File: src/rtl/sr_cmd_sequencer.sv
// sr_cmd_sequencer
//   Queues drive commands for a downstream SR flip-flop and plays them out as
//   registered S/R pulses, each held for a programmable number of cycles.
//   A one-cycle S=R=0 gap is inserted whenever the drive flips directly
//   between SET and RESET (break-before-make), so S and R are never both high.
//
// Ports
//   clk        sole clock, rising edge
//   rst        synchronous active-high reset (overrides abort and handshakes)
//   cmd_valid  command offered            cmd_ready  FIFO has room (level != DEPTH)
//   cmd_op     00 HOLD 01 SET 10 RESET 11 TOGGLE
//   cmd_len    hold length in cycles, 0 behaves as 1
//   abort      flush FIFO, return to IDLE, drop any command offered that edge
//   q_fb       flip-flop Q, only used to resolve TOGGLE at pop time
//   S, R       registered set/reset drive
//   busy       FSM not IDLE or FIFO non-empty
//   level      FIFO occupancy
//   dbg_state  current FSM state (0 IDLE, 1 DRIVE, 2 GAP)
//
// Handshake: a command transfers on every rising edge where cmd_valid and
// cmd_ready are both high; cmd_ready never looks at cmd_valid, and a
// transfer on an abort or rst edge is discarded.
//
// DEPTH must be a power of two and at least 2.
module sr_cmd_sequencer #(
   parameter int DEPTH = 4,
   parameter int LEN_W = 4
) (
   input  logic                     clk,
   input  logic                     rst,
   input  logic                     cmd_valid,
   output logic                     cmd_ready,
   input  logic [1:0]               cmd_op,
   input  logic [LEN_W-1:0]         cmd_len,
   input  logic                     abort,
   input  logic                     q_fb,
   output logic                     S,
   output logic                     R,
   output logic                     busy,
   output logic [$clog2(DEPTH):0]   level,
   output logic [1:0]               dbg_state
);

   localparam int AW = $clog2(DEPTH);
   localparam logic [AW:0] FULL_LVL = (AW+1)'(DEPTH);

   localparam logic [1:0] OP_HOLD   = 2'd0;
   localparam logic [1:0] OP_SET    = 2'd1;
   localparam logic [1:0] OP_RESET  = 2'd2;
   localparam logic [1:0] OP_TOGGLE = 2'd3;

   typedef enum logic [1:0] {
      ST_IDLE  = 2'd0,
      ST_DRIVE = 2'd1,
      ST_GAP   = 2'd2
   } state_e;

   state_e               state_q, state_d;
   logic [LEN_W-1:0]     cnt_q, cnt_d;
   logic [1:0]           op_q, op_d;      // resolved op currently driven / pending after GAP
   logic                 s_q, s_d, r_q, r_d;
   logic [AW-1:0]        wr_ptr_q, wr_ptr_d, rd_ptr_q, rd_ptr_d;
   logic [AW:0]          level_q, level_d;
   logic [LEN_W+1:0]     mem_q [DEPTH];

   logic                 push, pop;
   logic [LEN_W+1:0]     head;
   logic [1:0]           head_op, head_res;
   logic [LEN_W-1:0]     head_len, head_cnt;
   logic                 opposite;

   assign cmd_ready = (level_q != FULL_LVL);
   assign push      = cmd_valid && cmd_ready;

   assign head     = mem_q[rd_ptr_q];
   assign head_op  = head[LEN_W+1:LEN_W];
   assign head_len = head[LEN_W-1:0];
   // TOGGLE becomes a concrete SET/RESET using Q as seen on the pop edge.
   assign head_res = (head_op == OP_TOGGLE) ? (q_fb ? OP_RESET : OP_SET) : head_op;
   assign head_cnt = (head_len == '0) ? LEN_W'(1) : head_len;
   assign opposite = ((op_q == OP_SET)   && (head_res == OP_RESET)) ||
                     ((op_q == OP_RESET) && (head_res == OP_SET));

   always_comb begin
      state_d = state_q;
      cnt_d   = cnt_q;
      op_d    = op_q;
      s_d     = s_q;
      r_d     = r_q;
      pop     = 1'b0;

      unique case (state_q)
         ST_IDLE: begin
            s_d = 1'b0;
            r_d = 1'b0;
            if (level_q != '0) begin
               pop     = 1'b1;
               state_d = ST_DRIVE;
               op_d    = head_res;
               cnt_d   = head_cnt;
               s_d     = (head_res == OP_SET);
               r_d     = (head_res == OP_RESET);
            end
         end
         ST_DRIVE: begin
            // Counter never sits at 0 in DRIVE; <= keeps a stray 0 from wrapping.
            if (cnt_q <= LEN_W'(1)) begin
               if (level_q != '0) begin
                  pop   = 1'b1;
                  op_d  = head_res;
                  cnt_d = head_cnt;
                  if (opposite) begin
                     state_d = ST_GAP;
                     s_d     = 1'b0;
                     r_d     = 1'b0;
                  end else begin
                     state_d = ST_DRIVE;
                     s_d     = (head_res == OP_SET);
                     r_d     = (head_res == OP_RESET);
                  end
               end else begin
                  state_d = ST_IDLE;
                  op_d    = OP_HOLD;
                  s_d     = 1'b0;
                  r_d     = 1'b0;
               end
            end else begin
               cnt_d = cnt_q - LEN_W'(1);
            end
         end
         ST_GAP: begin
            // op_q/cnt_q already hold the command popped on GAP entry.
            state_d = ST_DRIVE;
            s_d     = (op_q == OP_SET);
            r_d     = (op_q == OP_RESET);
         end
         default: begin
            state_d = ST_IDLE;
            s_d     = 1'b0;
            r_d     = 1'b0;
         end
      endcase

      if (abort) begin
         state_d = ST_IDLE;
         op_d    = OP_HOLD;
         cnt_d   = '0;
         s_d     = 1'b0;
         r_d     = 1'b0;
         pop     = 1'b0;
      end
   end

   always_comb begin
      wr_ptr_d = push ? wr_ptr_q + AW'(1) : wr_ptr_q;
      rd_ptr_d = pop  ? rd_ptr_q + AW'(1) : rd_ptr_q;
      level_d  = level_q;
      unique case ({push, pop})
         2'b10:   level_d = level_q + (AW+1)'(1);
         2'b01:   level_d = level_q - (AW+1)'(1);
         default: level_d = level_q;
      endcase
      if (abort) begin
         wr_ptr_d = '0;
         rd_ptr_d = '0;
         level_d  = '0;
      end
   end

   always_ff @(posedge clk) begin
      if (rst) begin
         state_q  <= ST_IDLE;
         cnt_q    <= '0;
         op_q     <= OP_HOLD;
         s_q      <= 1'b0;
         r_q      <= 1'b0;
         wr_ptr_q <= '0;
         rd_ptr_q <= '0;
         level_q  <= '0;
      end else begin
         state_q  <= state_d;
         cnt_q    <= cnt_d;
         op_q     <= op_d;
         s_q      <= s_d;
         r_q      <= r_d;
         wr_ptr_q <= wr_ptr_d;
         rd_ptr_q <= rd_ptr_d;
         level_q  <= level_d;
      end
   end

   // Storage needs no reset: entries are only read below level_q.
   always_ff @(posedge clk) begin
      if (push) begin
         mem_q[wr_ptr_q] <= {cmd_op, cmd_len};
      end
   end

   assign S         = s_q;
   assign R         = r_q;
   assign level     = level_q;
   assign busy      = (state_q != ST_IDLE) || (level_q != '0);
   assign dbg_state = state_q;

endmodule

File: config.mk
export PLATFORM = sky130hd
export DESIGN_NAME = sr_cmd_sequencer
export DESIGN_NICKNAME = d
export VERILOG_FILES = /design/src/rtl/sr_cmd_sequencer.sv
export SDC_FILE = /design/constraint.sdc
export NUM_CORES = 1
export LEC_CHECK = 0
export CELL_PAD_IN_SITES_DETAIL_PLACEMENT = 1
export CELL_PAD_IN_SITES_GLOBAL_PLACEMENT = 1
export CORE_ASPECT_RATIO = 0.7
export CORE_MARGIN = 3
export CORE_UTILIZATION = 40
export CTS_CLUSTER_DIAMETER = 150
export CTS_CLUSTER_SIZE = 40
export DETAILED_ROUTE_END_ITERATION = 6
export GPL_ROUTABILITY_DRIVEN = 0
export PLACE_DENSITY_LB_ADDON = 0.1
export SLEW_MARGIN = 25
export SYNTH_ARGS = -nofsm -noshare
export SYNTH_HDL_FRONTEND = slang
export SYNTH_SLANG_ARGS = --single-unit
File: constraint.sdc
create_clock -name clk -period 2.9 [get_ports clk]
set_clock_uncertainty 0.15 [all_clocks]
set_input_delay 0.725 -clock clk [delete_from_list [all_inputs] [get_ports clk]]
set_output_delay 0.725 -clock clk [all_outputs]
set_load 0.02 [all_outputs]
* After elaboration in Yosys (flattened, before gate mapping)
Memory sizes are Yosys's and may differ from the RTL's. A register that Yosys moved wholly into a read port is not among the register bits. Index checks and enable logic that the tools add are counted.
Cells by class: add/sub/neg operators 5, $lt $le $gt $ge 1, eq/ne operators 12, multiplexer cells 34, reduce and logical (&&, ||, !) cells 14
Operators with widths (number):
- $mux 2 | 11
- $mux 1 | 13
- $mux 4 | 3
- $eq 2x2->1 const B | 5
- $eq 2x1->1 const B | 4
- $pmux 4 s2 | 1
- $pmux 1 s3 | 2
- $pmux 2 s3 | 1
- $pmux 3 s2 | 1
- $reduce_bool 2->1 | 3
- $add 2x1->2 const B | 2
- $le 4x1->1 const B | 1
- $logic_not 4->1 | 1
- $ne 2x2->1 const B | 2
- $pmux 2 s2 | 1
- $sub 4x1->4 const B | 1
- $add 3x1->3 const B | 1
- $logic_and 1x1->1 | 3
- $ne 3x3->1 const B | 1
- $reduce_and 3->1 | 1
- $reduce_bool 3->1 | 1
- $sub 3x1->3 const B | 1
- $logic_not 2->1 | 1
- $logic_or 1x1->1 | 2
- 3 further kinds | 3
Storage, ports and cells: register bits after elaboration 17, bits in writable memories 24, input bits 11, output and inout port bits 9, word-level logic and storage cells 75, memories kept 1
Memories:
- mem_q | depth 4, width 6, read ports 1, clocked after memory_dff 1, wr ports 1, line 64 | logic [LEN_W+1:0] mem_q [DEPTH];

* Logic depth before layout (Yosys ltp)
depth after elaboration 9, gate-level depth with buffers 12, gate-level depth less buffers 11

* Worst setup path after synthesis
OpenSTA, ideal clock, no wires.
path kind register -> register, from register cnt_q[0], to register level_q[2], in the netlist level[2], data arrival time 2530 ps, setup slack 150 ps, cell stages (with the launch flop) 13, path buffers 1, period minus slack after synthesis 2750 ps, cells stage by stage dfxtp_1 > inv_1 > ha_1 > nor2_1 > o31a_1 > clkbuf_1 > nor3_1 > ha_1 > inv_1 > fa_1 > xor2_1 > or3_1 > a21oi_1
On the way: longest elaborated chain between the ends 6
Ends and longest elaborated chain:
- from (decl) | line 59 | logic [LEN_W-1:0] cnt_q, cnt_d;
- from (signal assigned) | line 182 | cnt_q <= cnt_d;
- $le 4x1->1 * | line 107 | if (cnt_q <= LEN_W'(1)) begin
- $mux 1 * | line 107
- $pmux 1 s2 * | line 92 | unique case (state_q)
- $mux 1 * | line 144 | if (abort) begin
- via pop | line 66 | logic push, pop;
- $eq 2x1->1 / $eq 2x2->1 (equally long branches) | line 158 | unique case ({push, pop})
- $pmux 3 s2 / $reduce_bool 2->1 (equally long branches)
- to (signal assigned) | line 188 | level_q <= level_d;
- to (decl) | line 63 | logic [AW:0] level_q, level_d;
The timed path passes the listed nets; every way through them passes the cells marked *. A chain may end at the register's enable or synchronous reset.

* Worst setup path after layout
Same ends and word-level chain as after synthesis.

==> flow_summary.json <==
{
  "cts_tree": "done",
  "p_leak_nw": 0.810,
  "grt_overflow_total": 0,
  "end_kind": "flop",
  "ys_ff_latch": 43,
  "layout-drive-gt1-share_pct": 12.8,
  "diodes": 0,
  "wl_per_cell_um": 16.6,
  "slew_violations": 0,
  "clock_sinks": 43,
  "grt_pass1_vias": 1425,
  "dr.pass1.iters": 4,
  "initial_core_util_pct": 43.6,
  "rows": 20,
  "critPathTopFamily": "adder cells",
  "die_height_um": 65.0,
  "vias": 1370,
  "drc": 0,
  "drt-total-wl_um": 4210,
  "r2r_slack_ns": 0.21,
  "place_ws_ns": -0.000455,
  "pin_count": 20,
  "syn-mean-instance-area_um2": 12.2,
  "hold_viol_final": 0,
  "clk_latency_ns": 0.29,
  "place_hpwl_um": 3220,
  "grt_pass1_wl_um": 7200,
  "worstHoldPathType": "flop to flop",
  "slew_headroom_pct": 57.2,
  "maxCapViolCount": 0,
  "crit_fanout": 4,
  "cp-start-kind": "flop",
  "path_class": "flop to flop",
  "crit_path_top_delay_cell": "fa_1",
  "drtAntennaViolNets": 0,
  "postSynth.asyncResetShare_pct": 0,
  "final_cell_mix": "24 x edfxtp_1, 19 x dfxtp_1, 18 x clkdlybuf4s50_1",
  "status": "complete, no violations",
  "clockBufferDepth": 2,
  "vdd_drop_max_uv": 228,
  "syn_to_final_growth_pct": 18.3,
  "fmax_mhz": 372,
  "r2r_cells": 12,
  "period_minus_slack_ns": 2.69,
  "synth_fp_nets": 182,
  "ys_top_cells_by_area": "edfxtp_1 36%, dfxtp_1 19%, ha_1 4.4%",
  "use_met3_pct": 4.99,
  "synth_top_area_share_pct": 36.3,
  "htreeDepth": 2,
  "grt_max_degree": 16,
  "crit_path_frequent_cell": "ha_1",
  "synth_edf_count": 24,
  "coreArea_mm2": 0.00455,
  "crit_start": "cnt_q[0]",
  "endpoint": "level[2]",
  "setup_viol": 0,
  "finalSetupTns_ns": 0,
  "use_met1_pct": 21.6,
  "syn-instance-count": 163,
  "top_usage_layer": "met2",
  "arrival_ns": 2.77,
  "finalCoreUtilization_pct": 51.6,
  "final.setup.worst_slack_ns": 0.209,
  "clkTransAtPathRegs_ns": 0.08,
  "fin_nets": 205,
  "grt_antenna_before_repair": 0,
  "portBuffers": 19,
  "worstReg2RegStart": "cnt_q[0]",
  "die_area_mm2": 0.00586,
  "post-route-period-util_pct": 92.8,
  "critPathBufInv": 3,
  "vias_per_cell": 5.42,
  "synth.cell_area_mm2": 0.00199,
  "worst_ep_required_time_ns": 2.98,
  "yosys.area.top_type": "edfxtp_1",
  "worstMarginPinSlew_ns": 0.637,
  "grt_usage_pct": 15.9,
  "seq_area_frac_synth_pct": 55.5,
  "grt_use_met2_pct": 24.8,
  "root_buffer": "clkbuf_8",
  "reg2reg_to": "level[2]",
  "grt_setup_unrepaired": "no",
  "hold_slack_ns": 0.384,
  "synth_flop_cell": "edfxtp_1",
  "power.density_mw_per_mm2": 500,
  "die_x_um": 90.2,
  "slowest_delay_ns": 0.37,
  "path_cells": "inv_2, ha_1, nor2_1, o31a_1, nor3_1, buf_4, ha_1, inv_1, fa_1, xor2_1, or3_1, a21oi_1",
  "initialDrtViolationCount": 78,
  "path_depth": 12,
  "synth.distinct_cells": 42,
  "yosysWarnings": 0,
  "cts-buffers-inserted": 5,
  "mostFrequentLayoutCell": "edfxtp_1"
}
[metal layers]
layer	up-vias	part of all wire [%]
met1	677	48
met4	0	0.55
met5	-	0
met3	5	4.5
li1	651	-
met2	37	47
[cells in the mapped netlist (all sizes together) (2+ instances only)]
master  number
mux2i        3
mux4         6
xor2         3
nor2b        2
o22ai        2
o21ai        5
nor3         6
o31ai        3
ha           7
buf          2
nand3        7
or3          4
dfxtp       19
nand2        5
a21oi        7
and3         5
a31oi        2
xnor2        2
nor2        14
or2          2
inv         10
clkbuf       6
a32oi        2
edfxtp      24
[worst min path at each step]
stage | from | endpoint | slack (ns) | cells after the start
finish | wr_ptr_q[1] | wr_ptr_q[1] | 0.38 | 2
global route | wr_ptr_q[1] | wr_ptr_q[1] | 0.41 | 2
CTS | wr_ptr_q[1] | wr_ptr_q[1] | 0.38 | 2
detailed placement | wr_ptr_q[1] | wr_ptr_q[1] | 0.37 | 2
global placement | S | S | 0.34 | 2
floorplan | wr_ptr_q[1] | wr_ptr_q[1] | 0.32 | 2
[tightest hold or removal path, delay by kind of cell, from the launching register on]
family,cells,cell delay (ns)
compound gates,1,0.06
flops,1,0.36
simple gates,1,0.07
[what timing repair did]
item | 4_1_cts | 5_1_grt
hold buffers | 0 | 0
pin swaps | 0 | 0
buffers inserted | 0 | 0
resized for setup | 1 | 2
setup endpoints to repair | 1 | 2
[registers in the layout, summed over array words and instances (netlist names), named ones only]
signal,cells
wr_ptr_q,2
dbg_state,2
R,1
rd_ptr_q,2
mem_q,24
S,1
cnt_q,4
op_q,2
level,3
[per-stage QoR]
step	area (um2)	instances	total power, mW
CTS	2350	253	1.19
detailed placement	2260	245	0.822
floorplan	1990	163	0.769
global route	2350	253	1.23
global placement	2260	245	0.818
finish	2350	253	1.17
[cell families after synthesis]
| group | count (synthesis) | synth area share [%] |
|---|---|---|
| flip-flops | 43 | 55.5 |
| AND/OR/NAND/NOR | 50 | 13.0 |
| AO/OA/AOI/OAI | 30 | 11.2 |
| adder cells (fa/ha/maj) | 8 | 5.42 |
| multiplexers | 9 | 8.88 |
| buffers and inverters | 18 | 3.91 |
| XOR/XNOR | 5 | 2.21 |
[area by class of cell]
cell class / instances / area (um2)
fillers: 500 / 2210
flip-flops and latches: 43 / 1100
multi-input cells: 102 / 812
repair buffers: 24 / 230
well taps: 66 / 82.6
clock buffers: 6 / 72.6
inverters: 10 / 37.5
clock inverters: 2 / 12.5
[power breakdown]
| part | internal, mW | switching [mW] | total [mW] |
|---|---|---|---|
| sequential | 0.660 | 0.0140 | 0.674 |
| combinational | 0.0626 | 0.0731 | 0.136 |
| clock | 0.168 | 0.197 | 0.365 |
| total | 0.891 | 0.284 | 1.17 |
No activity file was read; power rests on OpenSTA's default activity.
